### config.mk
export PLATFORM = sky130hd
export DESIGN_NAME = jtframe_db15_tx
export DESIGN_NICKNAME = d
export VERILOG_FILES = /design/src/rtl/jtframe_db15_pkg.sv /design/src/rtl/jtframe_db15_deb.sv /design/src/rtl/jtframe_db15_tx.sv
export SDC_FILE = /design/constraint.sdc
export NUM_CORES = 1
export LEC_CHECK = 0
export BUFFER_PORTS_ARGS = -buffer_cell sky130_fd_sc_hd__buf_2
export CORE_MARGIN = 2
export CORE_UTILIZATION = 56
export CTS_CLUSTER_DIAMETER = 80
export DETAILED_ROUTE_END_ITERATION = 16
export HOLD_SLACK_MARGIN = 0.03
export PLACE_DENSITY = 0.87
export SYNTH_ARGS = -nofsm -noshare
export SYNTH_HDL_FRONTEND = slang
export SYNTH_SLANG_ARGS = --single-unit
### constraint.sdc
create_clock -name clk_sys -period 2.3 [get_ports clk_sys]
set_input_delay 0.46 -clock clk_sys [delete_from_list [all_inputs] [get_ports clk_sys]]
set_output_delay 0.46 -clock clk_sys [all_outputs]
set_load 0.05 [all_outputs]
### src/rtl/jtframe_db15_pkg.sv
// Shared types and constants for the DB15 serial joystick responder.
// Holds the frame width default, the responder state encoding and the
// debounce stability length.
package jtframe_db15_pkg;

    // Two 16-bit joystick words per frame
    localparam int FRAME_BITS_DEF = 32;

    // Consecutive prescaler ticks at a new level before a button changes
    localparam int DEB_STABLE = 4;

    typedef enum logic [1:0] {
        IDLE  = 2'd0,
        LOAD  = 2'd1,
        SHIFT = 2'd2,
        DONE  = 2'd3
    } db15_st_t;

    // Serial frame as seen on the wire: buttons are active-low and
    // joystick 2 occupies the upper half so its MSB goes out first.
    function automatic logic [31:0] frame_word(input logic [15:0] j1,
                                               input logic [15:0] j2);
        return {~j2, ~j1};
    endfunction

endpackage

### src/rtl/jtframe_db15_deb.sv
// Button debouncer for the DB15 responder.
// A shared prescaler produces a tick every DEB_TICK cycles; each input bit
// keeps a 2-bit count of consecutive ticks that sampled a level different
// from its filtered value, and the filtered value follows only after
// DEB_STABLE such ticks in a row. Filtered values start released (0).
module jtframe_db15_deb
    import jtframe_db15_pkg::*;
#(
    parameter int W        = 32,
    parameter int DEB_TICK = 1024
)(
    input  logic         clk_sys,
    input  logic         rst_n,
    input  logic [W-1:0] raw_i,
    output logic [W-1:0] filt_o
);

    localparam int PW = (DEB_TICK > 1) ? $clog2(DEB_TICK) : 1;

    logic [PW-1:0] pre_q;
    logic [PW-1:0] pre_d;
    logic          tick;

    // Prescaler wraps after DEB_TICK cycles and flags the wrap as a tick
    always_comb begin
        tick  = (pre_q == PW'(DEB_TICK - 1));
        pre_d = tick ? '0 : pre_q + PW'(1);
    end

    // Prescaler register
    always_ff @(posedge clk_sys or negedge rst_n) begin
        if (!rst_n) pre_q <= '0;
        else        pre_q <= pre_d;
    end

    for (genvar gi = 0; gi < W; gi++) begin : g_bit
        logic [1:0] cnt_q;
        logic [1:0] cnt_d;
        logic       filt_q;
        logic       filt_d;

        // Count ticks that disagree with the filtered level; any agreeing
        // tick restarts the run so only an unbroken run can flip the bit
        always_comb begin
            cnt_d  = cnt_q;
            filt_d = filt_q;
            if (tick) begin
                if (raw_i[gi] == filt_q) begin
                    cnt_d = '0;
                end else if (cnt_q == 2'(DEB_STABLE - 1)) begin
                    filt_d = raw_i[gi];
                    cnt_d  = '0;
                end else begin
                    cnt_d = cnt_q + 2'd1;
                end
            end
        end

        // Per-bit stability counter and filtered value
        always_ff @(posedge clk_sys or negedge rst_n) begin
            if (!rst_n) begin
                cnt_q  <= '0;
                filt_q <= 1'b0;
            end else begin
                cnt_q  <= cnt_d;
                filt_q <= filt_d;
            end
        end

        assign filt_o[gi] = filt_q;
    end

endmodule

### src/rtl/jtframe_db15_tx.sv
// Device-side DB15 serial joystick responder.
// Emulates a 74HC165-style parallel-in/serial-out chain: the host pulls
// JOY_LOAD low to capture both joysticks, then each JOY_CLK rising edge
// presents the next bit on JOY_DATA (MSB first, active-low buttons).
// Host strobes are asynchronous and pass through 2-flop synchronizers.
// Optional build macro: JTFRAME_DB15_DEBOUNCE_EN adds a per-button debouncer
// in front of the capture; without it the buttons are registered once.
module jtframe_db15_tx
    import jtframe_db15_pkg::*;
#(
    parameter int FRAME_BITS = FRAME_BITS_DEF,
    parameter int DEB_TICK   = 1024
)(
    input  logic        clk_sys,
    input  logic        rst_n,
    input  logic [15:0] joy1,
    input  logic [15:0] joy2,
    input  logic        JOY_LOAD,
    input  logic        JOY_CLK,
    output logic        JOY_DATA,
    output logic        busy,
    output logic        frame_done,
    output logic        short_frame
);

    localparam int CW = $clog2(FRAME_BITS + 1);

    // Buttons as presented to the capture logic, active-high
    logic [31:0] btn_w;

`ifdef JTFRAME_DB15_DEBOUNCE_EN
    jtframe_db15_deb #(
        .W        (32),
        .DEB_TICK (DEB_TICK)
    ) u_deb (
        .clk_sys (clk_sys),
        .rst_n   (rst_n),
        .raw_i   ({joy2, joy1}),
        .filt_o  (btn_w)
    );
`else
    logic [31:0] joy_q;

    // Single register stage between the button pins and the capture
    always_ff @(posedge clk_sys or negedge rst_n) begin
        if (!rst_n) joy_q <= '0;
        else        joy_q <= {joy2, joy1};
    end

    assign btn_w = joy_q;
`endif

    // ------------------------------------------------------------------
    // Host strobe synchronizers
    // ------------------------------------------------------------------
    // JOY_LOAD needs only its level; JOY_CLK gets a third stage so a rising
    // edge can be seen between stages 1 and 2 of the synchronized copy.
    logic [1:0] load_sync_q;
    logic [2:0] clk_sync_q;
    logic       load_low;
    logic       clk_rise;

    // Synchronizer chains, reset to the idle pin levels
    always_ff @(posedge clk_sys or negedge rst_n) begin
        if (!rst_n) begin
            load_sync_q <= 2'b11;
            clk_sync_q  <= 3'b000;
        end else begin
            load_sync_q <= {load_sync_q[0], JOY_LOAD};
            clk_sync_q  <= {clk_sync_q[1:0], JOY_CLK};
        end
    end

    assign load_low = ~load_sync_q[1];
    assign clk_rise = clk_sync_q[1] & ~clk_sync_q[2];

    // ------------------------------------------------------------------
    // Responder FSM and shift register
    // ------------------------------------------------------------------
    db15_st_t              state_q;
    db15_st_t              state_d;
    logic [FRAME_BITS-1:0] sr_q;
    logic [FRAME_BITS-1:0] sr_d;
    logic [CW-1:0]         bit_cnt_q;
    logic [CW-1:0]         bit_cnt_d;
    logic                  frame_done_q;
    logic                  frame_done_d;
    logic                  short_frame_q;
    logic                  short_frame_d;
    logic [FRAME_BITS-1:0] frame_w;

    assign frame_w = FRAME_BITS'(frame_word(btn_w[15:0], btn_w[31:16]));

    // Next-state logic: a synchronized load always takes priority over a
    // shift edge seen in the same cycle, so a shift is never half-applied.
    always_comb begin
        state_d       = state_q;
        sr_d          = sr_q;
        bit_cnt_d     = bit_cnt_q;
        frame_done_d  = 1'b0;
        short_frame_d = 1'b0;
        case (state_q)
            IDLE: begin
                if (load_low) begin
                    state_d   = LOAD;
                    sr_d      = frame_w;
                    bit_cnt_d = '0;
                end
            end
            LOAD: begin
                // Keep tracking the buttons until the host releases load
                if (load_low) begin
                    sr_d = frame_w;
                end else begin
                    state_d   = SHIFT;
                    bit_cnt_d = '0;
                end
            end
            SHIFT: begin
                if (load_low) begin
                    state_d       = LOAD;
                    sr_d          = frame_w;
                    bit_cnt_d     = '0;
                    // bit_cnt never reaches FRAME_BITS while in SHIFT
                    short_frame_d = (bit_cnt_q != '0);
                end else if (clk_rise) begin
                    sr_d      = {sr_q[FRAME_BITS-2:0], 1'b1};
                    bit_cnt_d = bit_cnt_q + CW'(1);
                    if (bit_cnt_q == CW'(FRAME_BITS - 1)) begin
                        frame_done_d = 1'b1;
                        state_d      = DONE;
                    end
                end
            end
            DONE: begin
                // Frame fully consumed: extra clocks only push more 1s and
                // the counter stays saturated at FRAME_BITS
                if (load_low) begin
                    state_d   = LOAD;
                    sr_d      = frame_w;
                    bit_cnt_d = '0;
                end else if (clk_rise) begin
                    sr_d = {sr_q[FRAME_BITS-2:0], 1'b1};
                end
            end
            default: begin
                state_d   = IDLE;
                sr_d      = '1;
                bit_cnt_d = '0;
            end
        endcase
    end

    // State, shift register, counter and pulse registers
    always_ff @(posedge clk_sys or negedge rst_n) begin
        if (!rst_n) begin
            state_q       <= IDLE;
            sr_q          <= '1;
            bit_cnt_q     <= '0;
            frame_done_q  <= 1'b0;
            short_frame_q <= 1'b0;
        end else begin
            state_q       <= state_d;
            sr_q          <= sr_d;
            bit_cnt_q     <= bit_cnt_d;
            frame_done_q  <= frame_done_d;
            short_frame_q <= short_frame_d;
        end
    end

    // The shift register idles at all 1s, so its MSB is the idle level too
    assign JOY_DATA    = sr_q[FRAME_BITS-1];
    assign busy        = (state_q == SHIFT) && (bit_cnt_q != '0);
    assign frame_done  = frame_done_q;
    assign short_frame = short_frame_q;

endmodule
==> flow_metrics.py <==
metrics = {
    "clock_network": {
        "clock_latency_ns": 0.34,
        "cts_hold_buffers": 0,
        "clkTransAtPathRegs_ns": 0.08,
        "cts_root_buf": "clkbuf_8",
        "numCtsBuffers": 9,
        "clockBufferDepth": 2,
        "cts_htree_levels": 3,
        "cts_tree": "yes",
        "clock-sinks": 79,
    },
    "global_routing": {
        "grt_first_pass_wirelength_mm": 8.38,
        "overflow": 0,
        "grt_antenna_before_repair": 0,
        "grt_max_degree": 64,
        "grtUsageTotal_pct": 18.3,
        "grt_pass1_vias": 1833,
    },
    "floorplanning": {
        "io_pins": 40,
        "start_util_pct": 58.5,
        "fp.dieH_um": 77.5,
        "core_sq_mm": 0.00517,
        "dieArea_sq_mm": 0.00600,
        "rows": 26,
        "die_w_um": 77.5,
    },
    "timing": {
        "post-route-min-period_ns": 2.15,
        "tightest_slew_ns": 0.735,
        "relSlewSlack_pct": 50.8,
        "final.setup_skew_ns": 0.00925,
        "setup_viol": 0,
        "fmax_ghz": 0.465,
        "final-hold-violation-count": 0,
        "rsz0062_at_grt": "no",
        "tns_ns": 0,
        "final_critical_path_setup_slack_ns": 0.150,
        "fin_crit_sh_pct": 93.5,
        "finalMaxSlewViolations": 0,
    },
    "worst_hold_path": {
        "hold_path.class": "in -> async",
    },
    "route": {
        "drt_wl_total_mm": 4.97,
        "route.detailed.drc": 0,
        "vias_per_cell": 5.10,
        "drt_iter0_markers": 138,
        "ant_nets": 0,
        "first_pass_iters": 5,
        "wl_per_cell_um": 12.9,
        "vias": 1965,
    },
    "cells_and_area": {
        "drive_above_1_share_pct": 30.5,
        "syn_to_final_growth_pct": 15.6,
        "finalInstanceArea_sq_mm": 0.00350,
        "n_antenna_cell": 0,
        "final_nets": 353,
    },
    "status": {
        "status": "finished clean",
    },
    "critical_path": {
        "worstPathArrival_ns": 1.69,
        "cp.required_ns": 1.84,
        "startpoint": "state_q[0]",
        "reg2regPathDepth": 7,
        "r2r_end": "sr_q[24]",
        "end_kind": "output port",
        "worstPathCellList": "inv_1 -> ha_1 -> a21boi_1 -> clkbuf_4",
        "startpoint_type": "flop",
        "r2r_start": "state_q[0]",
        "critical_path_class": "reg -> out",
        "max_stage_delay_ns": 0.42,
        "rrSetupSlack_ns": 0.34,
        "cpMaxStageDelayCell": "dfrtp_1",
        "critPathMaxFanout": 6,
    },
    "yosys": {
        "syn_area_per_cell_sq_um": 11.2,
        "synth_nets": 314,
        "syn_inst": 271,
        "yosysMostFrequentCell": "nand2_1",
        "synth_common_cells": "nand2_1 (65), o21ai_0 (58), dfrtp_1 (45), dfstp_2 (34), o21ai_1 (9)",
        "synthFlopType": "dfrtp_1",
        "async_reset_ff_share_pct": 100,
        "ys_top_cells_by_area": "dfrtp_1 (37%), dfstp_2 (30%), o21ai_0 (9.6%)",
        "synth_top_area_share_pct": 37.2,
        "ys_warn_count": 0,
        "synth_area_leader_cell": "dfrtp_1",
        "synth_edf_count": 0,
        "ys_ff_latch": 79,
        "syn_area_sq_mm": 0.00302,
        "synth.distinct_cells": 30,
        "ys_seq_area_share_pct": 66.8,
    },
    "power_and_ir_drop": {
        "power.density_mw_per_mm2": 1220,
        "ir_worst_vdd_mv": 0.671,
        "leakage_nw": 1.57,
    },
    "placed_design": {
        "numPortBuffers": 39,
        "dpl-instance-area_sq_mm": 0.00327,
        "pre_cts_ws_ns": 0.0150,
        "gp_congestion": 0.743,
        "hpwl_mm": 3.11,
    },
    "flow_run": {
        "max_cap_viol_count": 0,
    },
}
==> worst max-delay path by stage <==
stage | endpoint | slack [ns] | depth (start not counted)
3_3_place_gp | sr_q[23] | 0.21 | 5
6_report | busy | 0.15 | 4
2_1_floorplan | busy | 0.26 | 3
4_1_cts | sr_q[17] | 0.03 | 5
3_5_place_dp | sr_q[17] | 0.02 | 5
5_1_grt | busy | 0.01 | 4
==> registers in the layout (all words and copies together) (netlist names) <==
register and flops:
btn_w 32, sr_q 32, bit_cnt_q 6, clk_sync_q 3, load_sync_q 2, state_q 2, frame_done 1, short_frame 1
==> layout by cell type, fill, tap and decap left out <==
cell | netlist | routed
a32o_1 | 1 | 1
o221ai_2 | 1 | 1
nand2b_1 | 2 | 2
a21oi_1 | 4 | 4
clkbuf_8 | 0 | 11
clkinv_2 | 0 | 2
a2bb2oi_1 | 1 | 1
o21ai_1 | 9 | 10
mux2i_1 | 2 | 2
nand3_1 | 4 | 4
clkinvlp_4 | 0 | 1
clkbuf_4 | 0 | 1
and2b_1 | 1 | 1
o21ai_0 | 58 | 57
buf_12 | 0 | 1
buf_4 | 0 | 2
nor2b_1 | 1 | 1
dfstp_2 | 34 | 34
and3_1 | 2 | 2
nand2_1 | 65 | 65
a31oi_1 | 1 | 1
dfrtp_1 | 45 | 45
inv_1 | 7 | 7
nor2b_4 | 1 | 1
nand3b_1 | 1 | 1
a32oi_1 | 1 | 1
bufinv_16 | 0 | 1
nor2_1 | 1 | 1
o21ai_4 | 1 | 3
nor4_1 | 1 | 1
buf_2 | 6 | 37
a21boi_1 | 0 | 1
ha_1 | 7 | 7
clkinv_4 | 0 | 1
or3_1 | 4 | 4
==> layer usage <==
| metal | track usage (%) | part of all wire (%) |
|---|---|---|
| met1 | 23.7 | 45 |
| met2 | 28.4 | 50 |
| met3 | 6.74 | 4.5 |
| met4 | 6.96 | 0.32 |
| met5 | 0 | 0 |
==> kinds of logic (layout without fill, tap and decap cells) <==
group / after synthesis / in the layout / synth area share (%)
AOI/OAI and AO/OA: 79 / 80 / 14.4
buffers and inverters: 21 / 64 / 3.35
muxes: 2 / 2 / 0.662
adders and majority gates: 7 / 7 / 2.90
DFF: 79 / 79 / 66.8
and+or+nand+nor: 83 / 83 / 11.9
==> per-stage QoR <==
stage	total power, W	hold WS [ns]	std cells	utilization, %
6_report	0.00427	0.0617	385	67.6
5_1_grt	0.00459	0.0746	385	67.6
4_1_cts	0.00427	0.0626	384	67.2
3_5_place_dp	0.00322	0.351	368	63.2
3_3_place_gp	0.00315	0.337	368	63.2
2_1_floorplan	0.00298	0.164	271	-
==> power by group <==
| group | leakage, nW | internal, W | total [W] | switching (W) |
|---|---|---|---|---|
| registers | 0.898 | 0.00195 | 0.00212 | 0.000173 |
| clock network | 0.105 | 0.000558 | 0.00104 | 0.000478 |
| logic | 0.566 | 0.000376 | 0.00111 | 0.000733 |
==> cell type report <==
| cell class | instances | area (sq um) |
|---|---|---|
| multi-input cells | 172 | 927 |
| clock buffers | 11 | 151 |
| well taps | 70 | 87.6 |
| clock inverters | 5 | 56.3 |
| repair buffers | 41 | 228 |
| inverters | 7 | 26.3 |
| fillers | 386 | 1680 |
| flip-flops and latches | 79 | 2020 |
==> timing repair <==
item	CTS	global route
setup buffers	0	0
resized for setup	0	3
endpoints found under the setup margin	0	33
==> critical path, delay by kind of cell (launching register included) <==
kind / cells / cell delay (ns)
buffers and inverters: 2 / 0.39
AO/OA/AOI/OAI: 1 / 0.25
flip-flops: 1 / 0.42
adder cells (fa/ha/maj): 1 / 0.30
Note: power is estimated with default switching activity, not from simulation.
